### config.mk
export PLATFORM = sky130hd
export DESIGN_NAME = tlv5618_ctrl
export DESIGN_NICKNAME = d
export VERILOG_FILES = /design/src/rtl/tlv5618_pkg.sv /design/src/rtl/tlv5618_ctrl.sv
export SDC_FILE = /design/constraint.sdc
export NUM_CORES = 1
export LEC_CHECK = 0
export BUFFER_PORTS_ARGS = -buffer_cell sky130_fd_sc_hd__buf_2
export CORE_ASPECT_RATIO = 1.2
export CORE_UTILIZATION = 53
export DETAILED_ROUTE_END_ITERATION = 8
export GPL_ROUTABILITY_DRIVEN = 1
export PLACE_DENSITY = 0.91
export SLEW_MARGIN = 20
export SYNTH_ARGS = -nofsm -noshare
export SYNTH_HDL_FRONTEND = slang
export SYNTH_SLANG_ARGS = --single-unit
### constraint.sdc
create_clock -name clk -period 1.8 [get_ports clk]
set_input_delay 0.09 -clock clk [delete_from_list [all_inputs] [get_ports clk]]
set_output_delay 0.09 -clock clk [all_outputs]
set_load 0.05 [all_outputs]
### src/rtl/tlv5618_pkg.sv
// Shared definitions for the TLV5618 channel scheduler: R-code pairs, FSM states
// and the 16-bit command word builder.
package tlv5618_pkg;

  localparam logic [1:0] RC_A   = 2'b10;
  localparam logic [1:0] RC_B   = 2'b00;
  localparam logic [1:0] RC_BUF = 2'b01;

  typedef enum logic [1:0] {
    S_IDLE  = 2'd0,
    S_ISSUE = 2'd1,
    S_WAIT  = 2'd2,
    S_DONE  = 2'd3
  } state_t;

  // Word layout: [15]=R1, [14]=SPD, [13]=PWR, [12]=R0, [11:0]=data
  function automatic logic [15:0] mk_word(input logic [1:0] rcode, input logic spd,
                                          input logic pwr, input logic [11:0] data);
    return {rcode[1], spd, pwr, rcode[0], data};
  endfunction

endpackage

### src/rtl/tlv5618_ctrl.sv
// TLV5618 channel scheduler: accepts A/B samples and power changes, sequences command
// words through the driver set_go/set_done handshake. Optional: TLV5618_CTRL_TIMEOUT_EN.
module tlv5618_ctrl
  import tlv5618_pkg::*;
#(
  parameter int DAC_W       = 12,
  parameter int TIMEOUT_CYC = 1024
) (
  input  logic             clk,
  input  logic             rst,
  input  logic             a_valid,
  input  logic [DAC_W-1:0] a_data,
  output logic             a_ready,
  input  logic             b_valid,
  input  logic [DAC_W-1:0] b_data,
  output logic             b_ready,
  input  logic             spd_fast,
  input  logic             pwr_down,
  output logic [15:0]      dac_data,
  output logic             set_go,
  input  logic             set_done,
  output logic             busy,
  output logic             upd_done,
  output logic             err_timeout
);

  state_t           state, state_next;
  logic             pwr_state;
  logic             pwr_op;
  logic             pwr_cap;
  logic             pair;
  logic [DAC_W-1:0] b_shadow;
  logic [DAC_W-1:0] a_hold;
  logic             pwr_change;
  logic             timed_out;

  assign pwr_change = (pwr_down != pwr_state);

`ifdef TLV5618_CTRL_TIMEOUT_EN
  localparam int CW = (TIMEOUT_CYC > 2) ? $clog2(TIMEOUT_CYC) : 1;
  logic [CW-1:0] cnt;

  always_ff @(posedge clk) begin
    if (rst || state == S_ISSUE) cnt <= '0;
    else if (state == S_WAIT)    cnt <= cnt + 1'b1;
  end

  assign timed_out = (state == S_WAIT) && !set_done && (cnt == CW'(TIMEOUT_CYC - 1));

  always_ff @(posedge clk) begin
    if (rst)            err_timeout <= 1'b0;
    else if (timed_out) err_timeout <= 1'b1;
  end
`else
  assign timed_out   = 1'b0;
  assign err_timeout = 1'b0;
`endif

  always_ff @(posedge clk) begin
    if (rst) state <= S_IDLE;
    else     state <= state_next;
  end

  always_comb begin
    state_next = state;
    a_ready    = 1'b0;
    b_ready    = 1'b0;
    set_go     = 1'b0;
    upd_done   = 1'b0;
    busy       = (state != S_IDLE);
    case (state)
      S_IDLE: begin
        a_ready = !pwr_change;
        b_ready = !pwr_change;
        if (pwr_change || a_valid || b_valid) state_next = S_ISSUE;
      end
      S_ISSUE: begin
        set_go     = 1'b1;
        state_next = S_WAIT;
      end
      S_WAIT: begin
        if (set_done)       state_next = pair ? S_ISSUE : S_DONE;
        else if (timed_out) state_next = S_DONE;
      end
      S_DONE: begin
        upd_done   = 1'b1;
        state_next = S_IDLE;
      end
      default: state_next = S_IDLE;
    endcase
  end

  // The buffer always receives b_shadow (power word) or the new B value (pair
  // first word), so the A write that follows reloads DAC B with its current value.
  always_ff @(posedge clk) begin
    if (rst) begin
      dac_data  <= '0;
      pwr_state <= 1'b0;
      pwr_op    <= 1'b0;
      pwr_cap   <= 1'b0;
      pair      <= 1'b0;
      b_shadow  <= '0;
      a_hold    <= '0;
    end else begin
      case (state)
        S_IDLE: begin
          if (pwr_change) begin
            dac_data <= mk_word(RC_BUF, spd_fast, pwr_down, b_shadow);
            pwr_op   <= 1'b1;
            pwr_cap  <= pwr_down;
            pair     <= 1'b0;
          end else if (a_valid && b_valid) begin
            dac_data <= mk_word(RC_BUF, spd_fast, pwr_state, b_data);
            b_shadow <= b_data;
            a_hold   <= a_data;
            pair     <= 1'b1;
            pwr_op   <= 1'b0;
          end else if (a_valid) begin
            dac_data <= mk_word(RC_A, spd_fast, pwr_state, a_data);
            pair     <= 1'b0;
            pwr_op   <= 1'b0;
          end else if (b_valid) begin
            dac_data <= mk_word(RC_B, spd_fast, pwr_state, b_data);
            b_shadow <= b_data;
            pair     <= 1'b0;
            pwr_op   <= 1'b0;
          end
        end
        S_WAIT: begin
          if (set_done) begin
            if (pair) begin
              dac_data <= mk_word(RC_A, spd_fast, pwr_state, a_hold);
              pair     <= 1'b0;
            end else if (pwr_op) begin
              pwr_state <= pwr_cap;
              pwr_op    <= 1'b0;
            end
          end else if (timed_out) begin
            pair   <= 1'b0;
            pwr_op <= 1'b0;
          end
        end
        default: ;
      endcase
    end
  end

endmodule

Word-level counts from Yosys, hierarchy flattened
Index checks and enable logic that the tools add are counted.

Bits in registers: 46. Bits of input ports: 31. Output and inout port bits: 22. Word-level logic and storage cells: 64.

Equality and inequality tests: 10. Muxes and demuxes: 28. Bitwise gates (word level): 2. Reductions and logical operators: 16.

Operators with widths (number): $mux 16 (6); $mux 12 (3); $pmux 16 s2 (1); $reduce_and 4->1 (4); $mux 1 (12); $ne 2x2->1 const B (4); $pmux 2 s4 (1); $mux 2 (3); $reduce_and 3->1 (2); $reduce_bool 2->1 (3); $ne 5x5->1 const B (1); $eq 2x2->1 const B (2); $pmux 1 s2 (2); $reduce_and 2->1 (2); $eq 2x1->1 const B (1); $logic_not 2->1 (1); $logic_or 1x1->1 (2); $ne 2x1->1 const B (1); $not 1->1 (2); $logic_and 1x1->1 (1); $logic_not 1->1 (1); $ne 1x1->1 (1).

Logic depth before layout (Yosys ltp)
Gate-level depths: netlist of run 1.

Word-level depth: 5. Depth in mapped cells: 6. Gate-level depth less buffers: 5.

Worst setup path after synthesis of run 1
No wires, ideal clock.

Kind: register to output. Start point: register state[1]. End point: output b_ready. Arrival time: 1.924 ns. Data required time: 1.710 ns. Setup slack: -0.214 ns. Cell stages (with the launch flop): 5. Path buffers: 1. Cell sequence: dfxtp_1 > nor2_1 > inv_1 > nor2_1 > buf_4.

Longest elaborated chain between the ends: 2.

RTL lines: start, declared (line tlv5618_ctrl.sv:27) `state_t state, state_next;`; start signal, assigned (line tlv5618_ctrl.sv:61) `else state <= state_next;`; $logic_not 2->1; $mux 1; end, declared (line tlv5618_ctrl.sv:16) `output logic b_ready,`.

No other way between the ends.

Worst setup path in the final report of run 1
Start point: register state[1]. End point: register a_hold[6].

Longest elaborated chain between the ends: 2.

RTL lines: $logic_not 2->1 (line tlv5618_ctrl.sv:105) `case (state)`; $reduce_and 3->1 (no source line); end signal, assigned (line tlv5618_ctrl.sv:115) `a_hold <= a_data;`; end, declared (line tlv5618_ctrl.sv:33) `logic [DAC_W-1:0] a_hold;`.

No other way between the ends. A chain may end at the register's enable or synchronous reset.

==> results of run 1 <==
==> state kept, by name, summed over array words and instances, names as in the netlist <==
name / cells
dac_data: 16
a_hold: 12
b_shadow: 12
state: 2
pair: 1
pwr_cap: 1
pwr_op: 1
pwr_state: 1
==> layout make-up <==
class / count / area share, %
Multi-Input combinational cell: 183 / 44.18
Clock inverter: 1 / 0.1900
Tap cell: 54 / 2.565
Timing Repair Buffer: 65 / 14.63
Inverter: 1 / 0.1425
Sequential cell: 46 / 35.01
Clock buffer: 7 / 3.278
==> per-layer routing <==
layer / global-route usage [%] / share of wire, % / vias up
met4: 12.12 / 2.5 / 0
li1: - / - / 957
met2: 41.76 / 50 / 68
met1: 29.58 / 42 / 924
met3: 7.130 / 6.1 / 15
met5: 0 / 0 / -
==> final timing paths <==
kind         slack [ps]  depth (start not counted)                      start                         to
max                 130                          6      state[1]$_SDFFE_PP0P_     a_hold[6]$_SDFFE_PP0P_
min                  10                          3                   spd_fast  dac_data[14]$_SDFFE_PP0P_
max reg2reg         130                          6      state[1]$_SDFFE_PP0P_     a_hold[6]$_SDFFE_PP0P_
min reg2reg         470                          2  dac_data[12]$_SDFFE_PP0P_  dac_data[12]$_SDFFE_PP0P_
==> cell usage in the layout, fill, tap and decap left out, types with 3 or more instances in the layout <==
master,n
sky130_fd_sc_hd__nor2_1,59
sky130_fd_sc_hd__buf_2,51
sky130_fd_sc_hd__dfxtp_1,45
sky130_fd_sc_hd__nand2_1,30
sky130_fd_sc_hd__mux2i_1,27
sky130_fd_sc_hd__a21oi_1,17
sky130_fd_sc_hd__a211o_1,13
sky130_fd_sc_hd__buf_4,12
sky130_fd_sc_hd__a311oi_2,8
sky130_fd_sc_hd__clkbuf_8,6
sky130_fd_sc_hd__a311oi_1,4
sky130_fd_sc_hd__nor2b_1,3
sky130_fd_sc_hd__nand2b_1,3
==> through the flow <==
step,power [mW],worst slack (ps)
final,2.563,134.6
after global placement,1.907,144.0
after CTS,2.573,58.52
after floorplan,1.727,1.222
after detailed placement,1.924,81.86
after global routing,2.685,8.778
==> worst max-delay path, cell delays in order (launching register included) <==
cell                      delay, ps
sky130_fd_sc_hd__dfxtp_1        380
sky130_fd_sc_hd__nor2_1         270
sky130_fd_sc_hd__inv_1          170
sky130_fd_sc_hd__nor3_2         270
sky130_fd_sc_hd__buf_12         200
sky130_fd_sc_hd__mux2i_1        190
sky130_fd_sc_hd__nor2_1          60
==> power breakdown <==
| part | total (mW) | internal (mW) | switching [mW] |
|---|---|---|---|
| combinational | 0.760 | 0.250 | 0.510 |
| clock | 0.656 | 0.310 | 0.346 |
| sequential | 1.15 | 1.10 | 0.0453 |
| total | 2.56 | 1.66 | 0.901 |
==> cell families (layout without fill, tap and decap cells) <==
group | Yosys count | count (layout)
other cells | 1 | 1
compound gates | 48 | 48
mux | 27 | 27
flops | 46 | 46
xor+xnor | 2 | 2
simple gates | 105 | 105
buf+inv | 21 | 74
==> reports/summary.json, run 1 <==
{
  "detailed_routing": {
    "final_antenna_net_count": 0,
    "finalWirelength_um": 5107,
    "detail_route.vias_per_cell": 5.501,
    "first_iter_violations": 96,
    "route.detailed.wl_per_inst_um": 14.31,
    "post_detailed_route_drc_marker_count": 0,
    "number_of_detailed_route_iterations_in_the_first_pass": 4,
    "route.vias.total": 1964
  },
  "global_routing": {
    "antenna_violations_before_repair": 0,
    "gr-total-overflow": 0,
    "grt_first_pass_wirelength_um": 8307,
    "grt_start_max_net_pins": 29,
    "grt_usage_pct": 25.27,
    "first_global_vias": 1895
  },
  "clocking": {
    "clockBufferDepth": 2,
    "worstSkewPairLatency_ps": 300,
    "cts_sinks": 46,
    "number_of_buffers_inserted_by_post_cts_setup_repair": 0,
    "cts_buffers": 5,
    "ctsHtreeMaxLevel": 2,
    "cts.repair.resized": 0,
    "hold_buffers": 0,
    "clock-root-buffer": "sky130_fd_sc_hd__clkbuf_8",
    "worst_setup_hold_path_clk_slew_ps": 90,
    "cts_tree": "yes"
  },
  "sta": {
    "sum_neg_setup_slack_ps": 0,
    "max_clock_freq_mhz": 600.5,
    "final-max-slew-violation-count": 0,
    "unrepaired_setup_endpoints_after_global_routing": "no",
    "setup-violations-final": 0,
    "hold_slack_ps": 12.29,
    "final_hold_fails": 0,
    "timing.clock.skew_ps": 10.11,
    "layout_worst_path_cycle_share_pct": 92.52,
    "tightest_pin_transition_ps": 539.0,
    "layout_min_cycle_time_ps": 1665,
    "slew_headroom_pct": 63.79
  },
  "layout": {
    "postLayoutCellArea_um2": 2634,
    "post_route_cells_drive_above_1_share_pct": 28.71,
    "ff_latch_area_um2": 922.1,
    "insertedDiodeCount": 0,
    "final_util_pct": 66.83,
    "final_cells": 357,
    "flow.area_growth_from_synthesis_pct": 20.84,
    "nFillCells": 327,
    "multiInputGateArea_um2": 1164,
    "final_nets": 333
  },
  "floorplan": {
    "die_area_um2": 4374,
    "start_util_pct": 55.30,
    "die_y_um": 72.25,
    "fp.dieW_um": 60.54,
    "placementRows": 25,
    "num_io_pins": 53,
    "core_um2": 3941
  },
  "critical_path": {
    "critical_path.max_fanout": 13,
    "arrival_ps": 1860,
    "worstPathRequired_ps": 1990,
    "setup.worst_path.end_class": "register",
    "criticalPathCategory": "register to register",
    "category_of_the_worst_setup_path_launch_point": "register"
  },
  "logic_synthesis": {
    "ys_seq_area_share_pct": 42.25,
    "synth.most_common_cell": "sky130_fd_sc_hd__nor2_1",
    "synthMuxAreaShare_pct": 12.40,
    "synthXorXnorAreaFrac_pct": 1.493,
    "yosysUniqueCellTypes": 31,
    "number_of_instances_in_the_synthesized_netlist": 250,
    "synth_warnings": 0,
    "synth_top_cell_area_share_pct": 42.25,
    "synth_compound_gate_area_share_pct": 18.31,
    "simple_gate_portion_of_the_synthesized_area_pct": 19.92,
    "synth_enable_flop_cells": 0,
    "synth.cell_area_um2": 2180,
    "post_synth_fa_ha_maj_area_fraction_pct": 0,
    "average_footprint_of_a_synthesized_cell_um2": 8.718,
    "netlist_top_cells_count": "sky130_fd_sc_hd__nor2_1 (60), sky130_fd_sc_hd__dfxtp_1 (46), sky130_fd_sc_hd__nand2_1 (30)",
    "synth.net_count": 281,
    "netlist_top_cells_area": "sky130_fd_sc_hd__dfxtp_1 (42%), sky130_fd_sc_hd__mux2i_1 (12%), sky130_fd_sc_hd__nor2_1 (10%)",
    "ys_dominant_reg_cell": "sky130_fd_sc_hd__dfxtp_1",
    "synth_top_family_by_area": "simple AND/OR/NAND/NOR gates",
    "async_flop_share_pct": 0,
    "post_synth_top_area_cell": "sky130_fd_sc_hd__dfxtp_1",
    "yosys_register_bits": 46
  },
  "hold_path": {
    "hold_class": "input port to register"
  },
  "flow_run": {
    "cap_viol_max_count": 0
  },
  "placement": {
    "finalWeightedCongestion": 0.7647,
    "port_buffers": 51,
    "detailedPlacementHpwl_um": 3523,
    "place_area_um2": 2530,
    "numPlacedInstances": 349
  },
  "pwr": {
    "peakVddDrop_mv": 0.6262,
    "power.density_nw_per_um2": 973.0,
    "total_leakage_power_nw": 1.223
  },
  "status": {
    "outcome": "complete, no violations"
  }
}
Power figures use the tool's default switching activity.
==> inputs of run 2 (changes only) <==
--- a/config.mk
+++ b/config.mk
@@ -10,7 +10,7 @@
 export CORE_UTILIZATION = 53
 export DETAILED_ROUTE_END_ITERATION = 8
 export GPL_ROUTABILITY_DRIVEN = 1
-export PLACE_DENSITY = 0.91
+export PLACE_DENSITY = 0.81
 export SLEW_MARGIN = 20
 export SYNTH_ARGS = -nofsm -noshare
 export SYNTH_HDL_FRONTEND = slang
==> run 2 against run 1 <==
  * Sequential power barely moved
  * Setup slack worse by 4.4 ps
  * Clock skew decreased by 6.1 ps
  * Total power rose by 4.9%
  * Final cell count up 0.84%
  * Flip-flop and latch count stayed put
  * Count of clock-buffer cells in the layout unchanged
  * Non-clock buffer count increased by 3
  * Utilization up 0.98 points
  * Via count up 0.51%
==> reports/summary.json, run 2 (synthesis results as in run 1) <==
{
  "status": {
    "outcome": "complete, no violations"
  },
  "layout": {
    "top_regs": "dac_data (16), a_hold (12), b_shadow (12)",
    "flow.area_growth_from_synthesis_pct": 22.62,
    "regMostFlops": "dac_data",
    "post_route_cells_drive_above_1_share_pct": 29.08,
    "insertedDiodeCount": 0,
    "final_common_cell": "sky130_fd_sc_hd__nor2_1",
    "final_nets": 336,
    "final_cells": 360,
    "largest_reg_flops": 16,
    "postLayoutCellArea_um2": 2673,
    "layout_common_cells": "sky130_fd_sc_hd__nor2_1 (58), sky130_fd_sc_hd__buf_2 (51), sky130_fd_sc_hd__dfxtp_1 (46)"
  },
  "clocking": {
    "worst_setup_hold_path_clk_slew_ps": 80,
    "cts_buffers": 5,
    "ctsHtreeMaxLevel": 2,
    "hold_buffers": 0,
    "cts_tree": "yes",
    "number_of_buffers_inserted_by_post_cts_setup_repair": 0,
    "worstSkewPairLatency_ps": 300,
    "clockBufferDepth": 2,
    "cts_sinks": 46,
    "clock-root-buffer": "sky130_fd_sc_hd__clkbuf_8"
  },
  "critical_path": {
    "path_buf_inv": 2,
    "crit_path_frequent_cell": "sky130_fd_sc_hd__buf_4",
    "path_delay_family": "compound AO/OA/AOI/OAI gates",
    "setup.reg_to_reg.worst_slack_ps": 130,
    "reg2reg_from": "pwr_state$_SDFFE_PP0P_",
    "path_cells": "buf_4, xor2_2, buf_4, a21oi_1, a211o_1, a311oi_2",
    "critical_path.max_fanout": 10,
    "setup.worst_path.end_class": "register",
    "worstPathRequired_ps": 2020,
    "category_of_the_worst_setup_path_launch_point": "register",
    "arrival_ps": 1890,
    "r2r_cells": 6,
    "regToRegEndpoint": "dac_data[5]$_SDFFE_PP0P_",
    "crit_path_top_delay_cell": "sky130_fd_sc_hd__dfxtp_1",
    "crit_path_max_incr_delay_ps": 420,
    "criticalPathCategory": "register to register"
  },
  "floorplan": {
    "start_util_pct": 55.30,
    "die_y_um": 72.25,
    "fp.dieW_um": 60.54,
    "core_um2": 3941,
    "num_io_pins": 53,
    "placementRows": 25,
    "die_area_um2": 4374
  },
  "detailed_routing": {
    "detail_route.vias_per_cell": 5.483,
    "route.detailed.wl_per_inst_um": 13.95,
    "finalWirelength_um": 5023,
    "first_iter_violations": 80,
    "final_antenna_net_count": 0,
    "number_of_detailed_route_iterations_in_the_first_pass": 4,
    "post_detailed_route_drc_marker_count": 0,
    "route.vias.total": 1974
  },
  "sta": {
    "sum_neg_setup_slack_ps": 0,
    "slew_headroom_pct": 67.02,
    "layout_worst_path_cycle_share_pct": 92.77,
    "final-max-slew-violation-count": 0,
    "tightest_pin_transition_ps": 490.9,
    "layout_min_cycle_time_ps": 1670,
    "timing.clock.skew_ps": 4.031,
    "unrepaired_setup_endpoints_after_global_routing": "no",
    "max_clock_freq_mhz": 598.9,
    "setup-violations-final": 0,
    "final_hold_fails": 0
  },
  "global_routing": {
    "first_global_vias": 1879,
    "grt_start_max_net_pins": 21,
    "antenna_violations_before_repair": 0,
    "grt_first_pass_wirelength_um": 8252,
    "gr-total-overflow": 0,
    "grt_usage_pct": 24.96
  },
  "pwr": {
    "total_leakage_power_nw": 1.244,
    "power.density_nw_per_um2": 1005,
    "peakVddDrop_mv": 0.5776
  },
  "flow_run": {
    "cap_viol_max_count": 0
  },
  "placement": {
    "port_buffers": 51,
    "place_area_um2": 2552,
    "numPlacedInstances": 352,
    "finalWeightedCongestion": 0.8312,
    "detailedPlacementHpwl_um": 3550
  },
  "hold_path": {
    "endpoint_worst_hold": "dac_data[14]$_SDFFE_PP0P_",
    "hold_class": "input port to register",
    "min_delay_path_depth": 3,
    "hold_path_startpoint": "spd_fast"
  }
}
[run 2: stage by stage]
stage	total power [mW]	hold slack [ps]	utilization [%]	setup slack [ps]
global route	2.786	49.91	67.81	27.19
finish	2.687	32.87	67.81	130.2
detailed placement	1.940	345.2	64.76	76.03
CTS	2.690	34.43	67.46	26.52
floorplan	1.727	233.9	-	1.222
global placement	1.923	331.9	64.76	127.8
[run 2: worst max-delay path by stage]
stage | from | end | cells past startpoint | slack (ps)
finish | pwr_state$_SDFFE_PP0P_ | dac_data[5]$_SDFFE_PP0P_ | 6 | 130
global route | pwr_state$_SDFFE_PP0P_ | dac_data[5]$_SDFFE_PP0P_ | 6 | 30
CTS | pwr_state$_SDFFE_PP0P_ | dac_data[2]$_SDFFE_PP0P_ | 5 | 30
detailed placement | pwr_state$_SDFFE_PP0P_ | dac_data[2]$_SDFFE_PP0P_ | 5 | 80
global placement | pwr_state$_SDFFE_PP0P_ | dac_data[1]$_SDFFE_PP0P_ | 5 | 130
floorplan | state[1]$_SDFFE_PP0P_ | a_hold[11]$_SDFFE_PP0P_ | 6 | 1
[run 2: area by class of cell]
cell class	count	area, um^2
fillers	339	1269
multi-input cells	183	1166
flip-flops and latches	46	920.9
repair buffers	68	407.9
clock buffers	7	76.32
well taps	54	67.56
clock inverters	1	30.03
inverters	1	3.754
[run 2: power by group]
part           leakage, nW  switching [mW]  internal (mW)
combinational        0.814           0.507          0.262
clock               0.0524           0.350          0.416
sequential           0.377          0.0510           1.10
[run 2: routing by layer]
metal | track usage (%) | share of wire, %
met1 | 30.69 | 45
met2 | 41.27 | 47
met3 | 4.635 | 4.8
met4 | 12.12 | 2.8
met5 | 0 | 0
[run 2: worst reg2reg max path, stage by stage (launching register included)]
cell and delay (ps):
sky130_fd_sc_hd__dfxtp_1 420, sky130_fd_sc_hd__buf_4 180, sky130_fd_sc_hd__xor2_2 160, sky130_fd_sc_hd__buf_4 200, sky130_fd_sc_hd__a21oi_1 70, sky130_fd_sc_hd__a211o_1 320
sky130_fd_sc_hd__a311oi_2 240
[run 2: timing repair]
action,CTS,global route
setup endpoints to repair,0,8
resized for setup,0,2
endpoints found under the hold margin,0,0
